## config.mk

```make
export PLATFORM = sky130hd
export DESIGN_NAME = fetch_queue
export DESIGN_NICKNAME = d
export VERILOG_FILES = /design/src/rtl/cpu_pkg.sv /design/src/rtl/pc_range_check.sv /design/src/rtl/fetch_queue.sv
export SDC_FILE = /design/constraint.sdc
export NUM_CORES = 1
export LEC_CHECK = 0
export ABC_AREA = 1
export BUFFER_PORTS_ARGS = -buffer_cell sky130_fd_sc_hd__buf_2
export CORE_AREA = 2 2 150 152
export CTS_CLUSTER_DIAMETER = 200
export DETAILED_ROUTE_END_ITERATION = 6
export DIE_AREA = 0 0 152 154
export PLACE_DENSITY = 0.72
export RECOVER_POWER = 50
export SLEW_MARGIN = 10
export SYNTH_ARGS = -nofsm -noshare
export SYNTH_HDL_FRONTEND = slang
export SYNTH_SLANG_ARGS = --single-unit
```

## constraint.sdc

```tcl
create_clock -name clk -period 3.9 [get_ports clk]
set_input_delay 0.39 -clock clk [delete_from_list [all_inputs] [get_ports clk]]
set_output_delay 0.39 -clock clk [all_outputs]
set_load 0.05 [all_outputs]
```

## src/rtl/cpu_pkg.sv

```systemverilog
`default_nettype none
// ============================================================================
// Module   : cpu_pkg
// Purpose  : Shared CPU constants and types. Holds the legal instruction-fetch
//            window and the entry record stored by the fetch queue.
// Revision : 1.0 - initial release
// ============================================================================
package cpu_pkg;

    // Legal fetch window; the limit is the last word-aligned PC allowed.
    localparam logic [31:0] PC_BASE  = 32'h0000_3000;
    localparam logic [31:0] PC_LIMIT = 32'h0000_6FFC;
    localparam logic [31:0] NOP      = 32'h0000_0000;

    // One fetch-queue entry: PC, instruction word and fetch-address-error flag.
    typedef struct packed {
        logic [31:0] pc;
        logic [31:0] instr;
        logic        exc;
    } fq_entry_t;

endpackage : cpu_pkg
`default_nettype wire

```

## src/rtl/pc_range_check.sv

```systemverilog
`default_nettype none
// ============================================================================
// Module   : pc_range_check
// Purpose  : Combinational instruction-fetch address-error check. Flags a PC
//            that is not word aligned or falls outside [PC_BASE, PC_LIMIT].
// Ports    : pc  (in, 32) - fetch address under test
//            exc (out, 1) - address error detected
// Revision : 1.0 - initial release
// ============================================================================
module pc_range_check
    import cpu_pkg::*;
(
    input  logic [31:0] pc,
    output logic        exc
);

    assign exc = (pc[1:0] != 2'b00) || (pc < PC_BASE) || (pc > PC_LIMIT);

endmodule : pc_range_check
`default_nettype wire

```

## src/rtl/fetch_queue.sv

```systemverilog
`default_nettype none
// ============================================================================
// Module   : fetch_queue
// Purpose  : First-word-fall-through queue between instruction fetch and
//            decode. Each entry carries PC, instruction and a fetch-address
//            error flag; faulting entries store a NOP instead of the word.
// Ports    : clk, reset      - clock, synchronous active-high reset
//            flush           - discard all queued and incoming entries
//            in_valid/in_pc/in_instr/in_ready   - fetch-side handshake
//            out_valid/out_pc/out_instr/out_exc/out_ready - decode side
//            count           - number of occupied entries
// Revision : 1.0 - initial release
// ============================================================================
module fetch_queue
    import cpu_pkg::*;
#(
    parameter int DEPTH = 4
) (
    input  logic                     clk,
    input  logic                     reset,
    input  logic                     flush,
    input  logic                     in_valid,
    input  logic [31:0]              in_pc,
    input  logic [31:0]              in_instr,
    output logic                     in_ready,
    output logic                     out_valid,
    output logic [31:0]              out_pc,
    output logic [31:0]              out_instr,
    output logic                     out_exc,
    input  logic                     out_ready,
    output logic [$clog2(DEPTH):0]   count
);

    localparam int AW = $clog2(DEPTH);
    localparam logic [AW:0] C_FULL = (AW+1)'(DEPTH);

    fq_entry_t          mem_q [DEPTH];
    logic [AW-1:0]      wr_ptr_q, wr_ptr_d;
    logic [AW-1:0]      rd_ptr_q, rd_ptr_d;
    logic [AW:0]        count_q,  count_d;

    logic               push;
    logic               pop;
    logic               pc_exc;
    fq_entry_t          new_entry;
    fq_entry_t          head;

    pc_range_check u_pc_range_check (
        .pc  (in_pc),
        .exc (pc_exc)
    );

    // Ready depends only on occupancy, so there is no combinational path
    // from out_ready back to in_ready.
    assign in_ready  = (count_q != C_FULL);
    assign out_valid = (count_q != '0);
    assign count     = count_q;

    assign push = in_valid && in_ready && !flush;
    assign pop  = out_valid && out_ready && !flush;

    always_comb begin
        new_entry.pc    = in_pc;
        new_entry.exc   = pc_exc;
        new_entry.instr = pc_exc ? NOP : in_instr;
    end

    // Head is presented combinationally; forced to zero when empty so stale
    // storage never leaks onto the decode interface.
    always_comb begin
        head = mem_q[rd_ptr_q];
        if (!out_valid) begin
            head = '0;
        end
    end

    assign out_pc    = head.pc;
    assign out_instr = head.instr;
    assign out_exc   = head.exc;

    // Pointers wrap naturally because DEPTH is a power of two.
    always_comb begin
        wr_ptr_d = wr_ptr_q;
        rd_ptr_d = rd_ptr_q;
        count_d  = count_q;
        if (push) begin
            wr_ptr_d = wr_ptr_q + 1'b1;
        end
        if (pop) begin
            rd_ptr_d = rd_ptr_q + 1'b1;
        end
        case ({push, pop})
            2'b10:   count_d = count_q + 1'b1;
            2'b01:   count_d = count_q - 1'b1;
            default: count_d = count_q;
        endcase
    end

    always_ff @(posedge clk) begin
        if (reset || flush) begin
            wr_ptr_q <= '0;
            rd_ptr_q <= '0;
            count_q  <= '0;
        end else begin
            wr_ptr_q <= wr_ptr_d;
            rd_ptr_q <= rd_ptr_d;
            count_q  <= count_d;
        end
    end

    // Storage is not reset; occupancy alone decides what is valid.
    always_ff @(posedge clk) begin
        if (push && !reset) begin
            mem_q[wr_ptr_q] <= new_entry;
        end
    end

endmodule : fetch_queue
`default_nettype wire
```

# Word-level counts from Yosys, hierarchy flattened
# Memory sizes are Yosys's and may differ from the RTL's. A register that Yosys moved wholly into a read port is not among the register bits.
# Cells that the tools add are included.
[totals]
in_bits = 69
mem_count = 1
output_inout_bits = 70
register_bits = 7
ram_bits = 260
[op_classes]
n_lt_le_gt_ge = 2
eq_ne = 3
n_mux = 7
n_addsub = 4
n_reduce_logical = 13
[memory_table]
columns = ["memory", "words", "width", "read_ports", "rd_ports_with_merged_regs", "wr", "line_no", "text"]
rows = [
  ["mem_q", 4, 65, 1, 1, 1, "fetch_queue.sv:37", "fq_entry_t mem_q [DEPTH];"],
]
[op_table]
columns = ["cell", "n"]
rows = [
  ["$mux 65", 1],
  ["$gt 32x15->1 const B", 1],
  ["$lt 32x14->1 const B", 1],
  ["$mux 32", 1],
  ["$pmux 3 s2", 1],
  ["$logic_and 1x1->1", 5],
  ["$add 2x1->2 const B", 2],
  ["$mux 2", 2],
  ["$reduce_bool 2->1", 2],
  ["$add 3x1->3 const B", 1],
  ["$logic_or 1x1->1", 3],
  ["$ne 3x3->1 const B", 1],
  ["$reduce_bool 3->1", 1],
  ["$sub 3x1->3 const B", 1],
  ["$eq 2x1->1 const B", 1],
  ["$eq 2x2->1 const B", 1],
  ["$logic_not 1->1", 2],
  ["$mux 1", 2],
]

# Depth between registers and ports, before layout
# Gate-level depths: netlist of the first run.
[depth]
ltp_word = 6
mapped_depth = 13
depth_no_buf = 13

# Modules after synthesis
# Synthesis of the first run repeated with hierarchy kept, for this count alone.
[hier_totals]
cells_unflattened = 933
area_unflattened_um2 = 10960.5
[modules_own_cells]
columns = ["mod", "area_each_um2", "seq_area_each_um2", "cells_each", "instances"]
rows = [
  ["fetch_queue", 10869.2, 7987.7, 910, 1],
  ["pc_range_check", 91.3, 0.0, 23, 1],
]

# Least setup slack after synthesis of the first run
# OpenSTA, ideal clock, no wires.
[synth_timing]
path_kind = "register to register"
startpoint = "register count_q[1] (netlist: count[1])"
endpoint = "memory mem_q[0][0] (netlist name), enable pin"
setup_slack_ns = -0.959
required_time_ns = 3.412
stages_incl_launch_ff = 7
path_buffers = 0
synth_period_minus_slack_ns = 4.859
arrival_ns = 4.371
cell_sequence = "dfxtp_1 > inv_1 > nand3_1 > nand2_1 > inv_1 > nand2_1 > nor2_1"
[synth_via]
elab_chain_cells = 6
[synth_rtl]
columns = ["element", "line_no", "text"]
rows = [
  ["start, declared", "fetch_queue.sv:40", "logic [AW:0] count_q, count_d;"],
  ["start signal, assigned", "fetch_queue.sv:107", "count_q <= count_d;"],
  ["$ne 3x3->1", "fetch_queue.sv:55", "assign in_ready = (count_q != C_FULL);"],
  ["named net in_ready", "fetch_queue.sv:25", "output logic in_ready,"],
  ["$logic_and 1x1->1 (2 in a row)", "fetch_queue.sv:59", "assign push = in_valid && in_ready && !flush;"],
  ["$logic_and 1x1->1", "fetch_queue.sv:113", "if (push && !reset) begin"],
  ["$mux 1", "fetch_queue.sv:113", ""],
  ["$mux 1 (implied by the code)", "fetch_queue.sv:114", "mem_q[wr_ptr_q] <= new_entry;"],
  ["end, declared", "fetch_queue.sv:37", ""],
]
# The timed path passes the listed nets, and every way through them passes these cells.

==> results.md, run 1 <==
- Outcome: complete, but fails checks
- Failing checks: max-capacitance violations, max-slew violations
- CP arrival: 2.52 ns
- Met2 wire len: between 10 and 15 mm
- Measured slew at the worst slew-check pin: 1.89 ns
- Synth area leaders: edfxtp_1, nor2_1, o21ai_0
- Worst Path Class, Setup: reg -> out
- Dpl ws: 1.41 ns
- Bufs on Longest Clock Path: 3
- Root Buffer: clkbuf_16
- Core Area: 0.0217 mm²
- Final min period: approximately 2.9 ns
- # rows: 54
- Syn_nets: 1012
- Setup Skew: approximately 0.017 ns
- DP Cell Count: 1316
- CTS Buf Count: 28
- WHS Endpoint: mem_q[1][37]$_DFFE_PP_
- Initial Util: 0.507
- H-tree levels: 1
- CP endpoint kind: output pin
- Final setup fails: 0
- Met3 routed WL: 1.50 mm
- Yosys reg bits: 269
- Flop2flop setup slack: 1.10 ns
- DR pass1 iterations: 5
- CTS resizes: 0
- IO Count: ~140
- Chip height: ~150 µm
- Max cap viols: 2
- Cts hold-fix bufs: 0
- Pin count of the biggest net entering global routing: approximately 100
- Via density: 5.31
- Routed vias: 7270
- Clk Latency, worst-skew pair: 0.54 ns
- Cells on Worst Hold Path: 1
- Initial antenna violation count: 0
- PwrDens: just under 500 mW/mm²
- Final Worst Setup Slack: 0.992 ns
- Die area: 0.0234 mm²
- Maximum vdd drop: 358 µV
- Gr ovfl total: 0
- Worst r2r dst: mem_q[2][3]$_DFFE_PP_
- Die Wd: roughly 150 µm
- Post-synth top area share: 0.710
- Startpoint Class: flip-flop
- Hold_sp: in_pc[4]
- Clock-pin slew of the registers on the worst-case setup and hold paths: 0.06 ns
- Netlist cell types: 23
- Max-slew violation count: 63
- Register area share after synthesis: 0.727
- Clock Sinks: 269
- Final non-filler cell total: 1368
- Pleak: 4.87 nW
- Vias in the first global route: 7241
- Post-Syn Area per Cell: between 10 and 15 µm²
- Fill count: 1778
- Fmax: 0.344 GHz
- Routed Antenna Nets: 0
- DRC errors left: 0
- CTS tree: built
- RSZ-0062 raised after global routing: false
- Layout area overhead: 16.4%
- Port Buf Inserts: 138
- 1st-iter DRT viols: 541
- Routed Wire Length: 24.2 mm
- Relative slew margins: -0.263
- First-pass GRT wire length: 38.2 mm
- Gpl congestion: 0.722
- Worst EP required: 3.51 ns
- Area leader, netlist: edfxtp_1
- Share of layout cells above drive strength 1: 0.154
- Post-layout nets: roughly 1.1k
- FF-to-FF path depth: 7
- Dpl hpwl: 13.6 mm
- Top sig layer: met4
- Hold Path Class: in -> reg
- CP max FO: 100
- FF-to-FF Start: count[1]$_SDFFE_PP0P_
- Fin crit share: 0.746
- WL met1: 9.87 mm
- Netlist Area Pre-Place: about 0.011 mm²
- N_diodes: 0
- YS warnings: 0
- Synthesized instance count: approximately 940
- Hold Vio Cnt, Final: 0
- Post-CTS setup buffers: 0
- Wirelength per Cell: 17.7 µm
- GRT Total Usage: 0.204
## critical path: stages (launching register included)
cell	delay, ns
dfxtp_4	0.59
buf_12	0.41
nor2_1	0.10
nor2_1	0.10
o21ai_0	0.09
a21oi_1	0.32
buf_2	0.33
## cell usage after synthesis
cell type  number
nand3_2         1
fa_1            1
o21ai_0        96
buf_1           1
edfxtp_1      260
nand4_1         1
o21ai_1        37
buf_2          21
nor3_1         32
nor2_1        281
nand2_1        22
buf_8           1
inv_2           2
dfxtp_1         9
buf_6           7
clkbuf_2       10
ha_1            5
inv_1          56
buf_4           5
clkbuf_1       11
nand3_1         5
or2_2           2
a21oi_1        71
## layer usage
layer / global-route usage / vias to the layer above
li1: - / 3499
met2: 0.359 / 221
met5: 0 / -
met3: 0.0355 / 42
met4: 0.0543 / 0
met1: 0.265 / 3508
## per-stage QoR
stage / hold slack, ns / area (µm²) / power [W] / util / setup TNS, ns
after floorplan: 0.463 / 11000 / 0.00341 / - / -249.37
after global placement: 0.456 / 11900 / 0.00351 / 0.549 / 0
after detailed placement: 0.469 / 11900 / 0.00352 / 0.549 / 0
after CTS: 0.0625 / 12900 / 0.00620 / 0.593 / 0
after global routing: 0.130 / 12800 / 0.00634 / 0.590 / 0
final: 0.127 / 12800 / 0.00616 / 0.590 / 0
## cell usage in the layout, fill, tap and decap left out, types with 3 or more instances in the layout
| cell | Yosys | routed |
|---|---|---|
| inv_1 | 56 | 55 |
| buf_2 | 21 | 101 |
| a21oi_1 | 71 | 71 |
| nand2_1 | 22 | 22 |
| o21ai_1 | 37 | 37 |
| nor3_1 | 32 | 32 |
| buf_12 | 0 | 3 |
| dfxtp_1 | 9 | 7 |
| nor2_1 | 281 | 277 |
| ha_1 | 5 | 5 |
| bufinv_16 | 0 | 5 |
| clkinv_2 | 0 | 8 |
| clkinv_1 | 0 | 7 |
| o21ai_0 | 96 | 96 |
| clkbuf_16 | 0 | 28 |
| clkbuf_1 | 11 | 43 |
| nand3_1 | 5 | 6 |
| nor2_4 | 0 | 4 |
| edfxtp_1 | 260 | 260 |
| buf_4 | 5 | 11 |
## cell type report
type	count	area, µm²	area share
Sequential cell	269	7990	0.625
Multi-Input combinational cell	554	2480	0.194
Timing Repair Buffer	155	798	0.0624
Clock buffer	31	712	0.0557
Tap cell	280	350	0.0274
Clock inverter	21	239	0.0187
Inverter	58	219	0.0171
## worst max path at each step
stage,startpoint,to,slack (ns),depth (start not counted)
2_1_floorplan,count[1]$_SDFFE_PP0P_,mem_q[0][0]$_DFFE_PP_,-0.96,6
3_3_place_gp,flush,mem_q[3][19]$_DFFE_PP_,1.47,5
3_5_place_dp,flush,mem_q[3][20]$_DFFE_PP_,1.41,5
4_1_cts,flip-flop,out_instr[1],0.98,6
5_1_grt,count[0]$_SDFFE_PP0P_,mem_q[2][13]$_DFFE_PP_,0.81,7
6_report,flip-flop,out_instr[1],0.99,6
## logic make-up (layout without fill, tap and decap cells)
kind of cell               after synthesis  count (layout)  share of synthesized area
and+or+nand+nor                        344             344                      0.123
DFF                                    269             269                      0.727
AOI/OAI and AO/OA                      204             204                     0.0929
buffers and inverters                  114             265                     0.0500
adders and majority gates                6               6                    0.00751
## state kept, by name, indices dropped and copies added, names as in the netlist, named ones only
signal / count
count: 3
mem_q: 260
rd_ptr_q: 2
wr_ptr_q: 2
## where the power goes
group | internal, W | switching, W
sequential | 0.00317 | 0.00000657
clock | 0.00165 | 0.00107
combinational | 0.0000644 | 0.000208
Note: power is estimated with default switching activity, not from simulation.
==> run 2: changes to the inputs <==
--- a/config.mk
+++ b/config.mk
@@ -11,7 +11,7 @@
 export CTS_CLUSTER_DIAMETER = 200
 export DETAILED_ROUTE_END_ITERATION = 6
 export DIE_AREA = 0 0 152 154
-export PLACE_DENSITY = 0.72
+export PLACE_DENSITY = 0.69
 export RECOVER_POWER = 50
 export SLEW_MARGIN = 10
 export SYNTH_ARGS = -nofsm -noshare
==> constraint.sdc (replaced) <==
create_clock -name clk -period 2.7 [get_ports clk]
set_input_delay 0.27 -clock clk [delete_from_list [all_inputs] [get_ports clk]]
set_output_delay 0.27 -clock clk [all_outputs]
set_load 0.05 [all_outputs]
==> run 2 against run 1 <==
The flow now finishes without violations. Largest power group unchanged. Final cell count up 2.7%. Register-to-register slack worse by 0.66 ns. Clock power up 36%. First-iteration DRC count up 0.92%. Power up 41%. Highest routed layer unchanged. Via count up 0.99%. Hold slack worse by 0.032 ns. Largest cell class unchanged. Flip-flop and latch count unchanged. Sequential power up 44%. Setup slack worse by 0.95 ns. Critical path depth unchanged.
==> results.md, run 2 (synthesis results as in run 1) <==
- Max cap viols: 0 (-2)
- First-pass GRT wire length: 38.1 mm (-0.42%)
- CTS tree: built
- Crit path largest cell delay: 0.55 ns (-0.04 ns)
- Die Wd: 152 µm (unchanged)
- Pleak: 5.02 nW (+3.1%)
- CP max FO: 32 (-68%)
- Most frequent cells in the layout: nor2_1, edfxtp_1, buf_2, o21ai_0, a21oi_1
- Startpoint Class: flip-flop
- 1st-iter DRT viols: 546 (+0.92%)
- H-tree levels: 1 (unchanged)
- Post-layout nets: 1178 (+3.2%)
- PwrDens: 664 mW/mm² (+38%)
- Layout area overhead: 19.4%
- CP cell instances: buf_4 > nor2_1 > nor2_1 > o21ai_0 > a21oi_1 > buf_2
- Hold Path Class: in -> reg
- Routed Antenna Nets: 0 (unchanged)
- Cells on Worst Hold Path: 3 (+2)
- Bufs on Longest Clock Path: 3 (unchanged)
- Hold Vio Cnt, Final: 0 (unchanged)
- Final min period: 2.66 ns
- Most Frequent Cell on Critical Path: nor2_1
- Clock-pin slew of the registers on the worst-case setup and hold paths: 0.06 ns (about the same)
- # rows: 54 (unchanged)
- Routed vias: 7342 (+0.99%)
- DRC errors left: 0 (unchanged)
- Flop2flop setup slack: 0.44 ns (-0.66 ns)
- RSZ-0062 raised after global routing: true
- Root Buffer: clkbuf_16
- Port Buf Inserts: 138 (unchanged)
- IO Count: 139 (unchanged)
- Biggest register: mem_q
- Worst r2r dst: mem_q[2][44]$_DFFE_PP_
- Routed Wire Length: 23.8 mm (-1.5%)
- GRT Total Usage: 0.203 (-0.00170)
- CP max-delay cell: dfxtp_4
- Wirelength per Cell: 16.9 µm (-4.1%)
- Pin count of the biggest net entering global routing: 66 (-35%)
- Gpl congestion: 0.755 (+4.6%)
- Fin area: 0.0131 mm² (+2.6%)
- Vias in the first global route: 7227 (-0.19%)
- Fin crit share: 0.986
- CTS Buf Count: 28 (unchanged)
- Worst Path Class, Setup: reg -> out
- Outcome: finished, final reports clean
- Fmax: around 0.38 GHz
- Max-slew violation count: 0 (-100%)
- Setup Skew: 0.0150 ns (-0.00222 ns)
- Gr ovfl total: 0 (unchanged)
- Dpl hpwl: 13.7 mm (+1.0%)
- Initial Util: 0.507 (unchanged)
- CP endpoint kind: output pin
- CP arrival: 2.39 ns (-0.13 ns)
- Leading cell type in the layout, fill and taps excluded: nor2_1
- DR pass1 iterations: 5 (unchanged)
- Chip height: 154 µm (unchanged)
- Final non-filler cell total: 1405 (+2.7%)
- FF-to-FF path depth: 7 (unchanged)
- Largest register FFs: 260 (unchanged)
- Met2 Usage GRT: 0.350 (-0.00858)
- Global route hottest layer: met2
- Hold_sp: flush
- Die area: 0.0234 mm² (unchanged)
- Clk Latency, worst-skew pair: 0.53 ns (about the same)
- Final setup fails: 0 (unchanged)
- WHS Endpoint: wr_ptr_q[1]$_SDFFE_PP0P_
- Core Area: 0.0217 mm² (unchanged)
- Measured slew at the worst slew-check pin: 1.05 ns (-0.843 ns)
- Placed instance area: 0.0120 mm² (+0.94%)
- Relative slew margins: 0.299 (+0.562)
- Via density: 5.23 (-1.7%)
- Routing usage on met1: 0.271 (+0.00629)
- Clock Sinks: 269 (unchanged)
- Met3 GRT Util: 0.0265 (-0.00902)
- Power Total: 0.00871 W (+41%)
- Initial antenna violation count: 1 (+1)
- Maximum vdd drop: 559 µV (+56%)
- Worst EP required: 2.43 ns (-1.08 ns)
- DP Cell Count: 1324 (+0.61%)
- FF-to-FF Start: count[0]$_SDFFE_PP0P_
- Share of layout cells above drive strength 1: 0.161 (+0.00662)
==> run 2: report_power, final <==
group          leakage [nW]  switching, W  internal [W]
clock                 0.442       0.00147       0.00223
sequential             2.75    0.00000962       0.00458
combinational          1.83      0.000308      0.000123
total                  5.02       0.00178       0.00693
==> run 2: worst max-delay path by stage <==
stage	end	slack, ns	start
4_1_cts	out_exc	0.05	flip-flop
2_1_floorplan	mem_q[0][0]$_DFFE_PP_	0.06	count[2]$_SDFFE_PP0P_
5_1_grt	out_exc	-0.06	flip-flop
6_report	out_exc	0.04	flip-flop
3_5_place_dp	out_exc	0.46	flip-flop
3_3_place_gp	out_exc	0.47	flip-flop
==> run 2: through the flow <==
| stage | utilization | setup TNS (ns) | hold WS (ns) | worst slack, ns |
|---|---|---|---|---|
| finish | 0.605 | 0 | 0.0956 | 0.0387 |
| global route | 0.605 | -0.235 | 0.0964 | -0.0624 |
| floorplan | - | 0 | 0.369 | 0.0610 |
| global placement | 0.554 | 0 | 0.426 | 0.474 |
| detailed placement | 0.554 | 0 | 0.431 | 0.464 |
| CTS | 0.609 | 0 | 0.00137 | 0.0487 |
==> run 2: cell type report <==
cell class                      instances  area, µm²
Timing Repair Buffer                  192       1160
Clock buffer                           40        797
Antenna cell                            1       2.50
Fill cell                            1796       8560
Tap cell                              280        350
Inverter                               58        223
Sequential cell                       269       8000
Clock inverter                         11        100
Multi-Input combinational cell        554       2490
==> run 2: critical path: cells and delay by family, from the launching register on <==
kind	cells	cell delay, ns
AOI/OAI and AO/OA	2	0.37
buffers and inverters	2	0.74
DFF	1	0.55
and+or+nand+nor	2	0.19
==> run 2: routing by layer <==
metal	wire length, µm	vias up
li1	-	3568
met1	10400	3509
met4	504	0
met2	11600	229
met3	1330	36
met5	0	-
==> run 2: what timing repair did <==
action | CTS | global route
endpoints found under the hold margin | 112 | 0
cloned | 0 | 0
setup endpoints to repair | 12 | 10
setup buffers | 1 | 0
hold buffers | 28 | 0
gates resized for setup | 0 | 3
==> run 3: changes to the inputs <==
--- a/config.mk
+++ b/config.mk
@@ -12,7 +12,6 @@
 export DETAILED_ROUTE_END_ITERATION = 6
 export DIE_AREA = 0 0 152 154
 export PLACE_DENSITY = 0.69
-export RECOVER_POWER = 50
 export SLEW_MARGIN = 10
 export SYNTH_ARGS = -nofsm -noshare
 export SYNTH_HDL_FRONTEND = slang
==> run 3 against run 2 <==
Clock power hardly changed. Sequential share of layout area is 0.39 points lower. Critical path depth stayed put. Critical path type unchanged. Highest routed layer unchanged. Final cell count stayed put.
==> results.md, run 3 (synthesis results as in run 1) <==
- Critical Path End: out_exc
- Vias in the first global route: 7227 (unchanged)
- Critical path depth: 6 (unchanged)
- Leading cell type in the layout, fill and taps excluded: nor2_1
- Initial Util: 0.507 (unchanged)
- IO Count: 139 (unchanged)
- Fmax: 0.376 GHz (about the same)
- CTS tree: built
- FF-to-FF path depth: 13 (+6)
- Relative slew margins: 0.441 (+0.141)
- PwrDens: 660 mW/mm² (-0.61%)
- Crit path largest cell delay: 0.55 ns (about the same)
- Clock Sinks: 269 (unchanged)
- Hold Path Class: in -> reg
- Most Frequent Cell on Critical Path: nor2_1
- Worst Path Class, Setup: reg -> out
- Dpl hpwl: 13.7 mm (unchanged)
- Final setup TNS: 0 ns (unchanged)
- Root Buffer: clkbuf_16
- Buf/Inv on CP: 2 (unchanged)
- Worst r2r dst: count[2]$_SDFFE_PP0P_
- Pin count of the biggest net entering global routing: 66 (unchanged)
- Chip height: 154 µm (unchanged)
- Share of layout cells above drive strength 1: 0.195 (+0.0338)
- H-tree levels: 1 (unchanged)
- Dpl ws: 0.464 ns (unchanged)
- CP max FO: 32 (unchanged)
- Sequential cell area: 0.00800 mm² (about the same)
- Core Area: 0.0217 mm² (unchanged)
- Largest register FFs: 260 (unchanged)
- Routed Antenna Nets: 0 (unchanged)
- Power Total: 0.00872 W (about the same)
- Layout area overhead: 20.2%
- CP endpoint kind: output pin
- Final setup fails: 0 (unchanged)
- CTS Buf Count: 28 (unchanged)
- Pleak: 5.13 nW (+2.2%)
- Area of the multi-input gates: 0.00250 mm² (+0.50%)
- Worst EP required: 2.43 ns (about the same)
- Outcome: finished, final reports clean
- Biggest register: mem_q
- Hold_ws: 0.0239 ns (-0.0718 ns)
- Top delay family on crit path: buffers and inverters
- Gpl congestion: 0.755 (unchanged)
- Wirelength per Cell: 16.9 µm (-0.21%)
- Clock-pin slew of the registers on the worst-case setup and hold paths: 0.06 ns (about the same)
- Gr ovfl total: 0 (unchanged)
- First-pass GRT wire length: 38.1 mm (unchanged)
- Final min period: 2.66 ns (+0.000544 ns)
- GRT Total Usage: 0.203 (unchanged)
- Port Buf Inserts: 138 (unchanged)
- Hold Vio Cnt, Final: 0 (unchanged)
- Routed Wire Length: 23.8 mm (-0.21%)
- RSZ-0062 raised after global routing: true
- Measured slew at the worst slew-check pin: 0.839 ns (-0.212 ns)
- Die area: 0.0234 mm² (unchanged)
- Final Worst Setup Slack: 0.0382 ns (-0.000544 ns)
- Routed vias: 7330 (-0.16%)
- Setup Skew: 0.0150 ns (-0.0000498 ns)
- FF-to-FF Start: count[1]$_SDFFE_PP0P_
- DRC errors left: 0 (unchanged)
- Max-slew violation count: 0 (unchanged)
- Via density: 5.22 (-0.16%)
- Flop2flop setup slack: 0.69 ns (+0.25 ns)
- 1st-iter DRT viols: 563 (+3.1%)
- Die Wd: 152 µm (unchanged)
- CP arrival: 2.39 ns (about the same)
- Most frequent cells in the layout: nor2_1, edfxtp_1, buf_2, o21ai_0, a21oi_1
- Post-layout nets: 1178 (unchanged)
- # rows: 54 (unchanged)
- Startpoint Class: flip-flop
- Max cap viols: 0 (unchanged)
- Fill count: 1770 (-1.4%)
- Initial antenna violation count: 1 (unchanged)
- Maximum vdd drop: 557 µV (-0.34%)
- Bufs on Longest Clock Path: 3 (unchanged)
- Clk Latency, worst-skew pair: 0.53 ns (about the same)
- CP max-delay cell: dfxtp_4
- Fin crit share: 0.986 (about the same)
- DR pass1 iterations: 4 (-1)
- CP cell instances: buf_4 > nor2_1 > nor2_1 > o21ai_0 > a21oi_1 > buf_2
[run 3: how the worst min path moves through the flow]
stage | startpoint | endpoint | slack, ns | depth (start not counted)
floorplan | in_pc[0] | mem_q[0][33]$_DFFE_PP_ | 0.37 | 0
global placement | count[0]$_SDFFE_PP0P_ | count[0]$_SDFFE_PP0P_ | 0.43 | 1
detailed placement | count[0]$_SDFFE_PP0P_ | count[0]$_SDFFE_PP0P_ | 0.43 | 1
CTS | in_pc[14] | mem_q[2][47]$_DFFE_PP_ | 0.001 | 1
global route | in_pc[1] | mem_q[1][34]$_DFFE_PP_ | 0.004 | 1
finish | in_pc[1] | mem_q[1][34]$_DFFE_PP_ | 0.02 | 1
[run 3: cell type report]
| cell class | instances | share of cell area |
|---|---|---|
| antenna | 1 | 0.000189 |
| clock buffer | 40 | 0.0603 |
| clock inverter | 11 | 0.00757 |
| inverter | 58 | 0.0169 |
| multi-input combinational | 554 | 0.189 |
| sequential | 269 | 0.605 |
| tap | 280 | 0.0265 |
| timing repair buffer | 192 | 0.0938 |
[run 3: per-stage QoR]
step,std cells,util,area (µm²)
5_1_grt,1405,0.609,13200
6_report,1405,0.609,13200
4_1_cts,1404,0.609,13200
3_5_place_dp,1324,0.554,12000
2_1_floorplan,937,-,11000
3_3_place_gp,1324,0.554,12000
[run 3: power breakdown]
part	switching (W)	total [W]	internal, W
logic	0.000309	0.000442	0.000133
registers	0.00000956	0.00459	0.00458
clock network	0.00146	0.00369	0.00223
total	0.00178	0.00872	0.00694
[run 3: worst register-to-register path, cell delays in order, from the launching register on]
cell and delay, ns:
dfxtp_4 0.34, inv_1 0.15, nand3_4 0.09, nand2_1 0.13, nor2_1 0.08, inv_1 0.06
ha_1 0.13, inv_1 0.06, fa_1 0.37, or2_2 0.31, nand3_1 0.07, nand2_1 0.05
inv_1 0.04, nor2_1 0.03
[run 3: what timing repair did]
action | in CTS | in global routing
setup buffers | 1 | 0
endpoints found under the setup margin | 12 | 10
hold buffers | 28 | 0
hold endpoints to repair | 112 | 0
pin swaps | 0 | 0
resized for setup | 0 | 3
[run 3: per-layer routing]
metal | global-route usage | part of all wire | vias up
met3 | 0.0265 | 0.052 | 36
met1 | 0.271 | 0.44 | 3514
met2 | 0.350 | 0.49 | 210
met4 | 0.0592 | 0.021 | 0
li1 | - | - | 3570
met5 | 0 | 0 | -
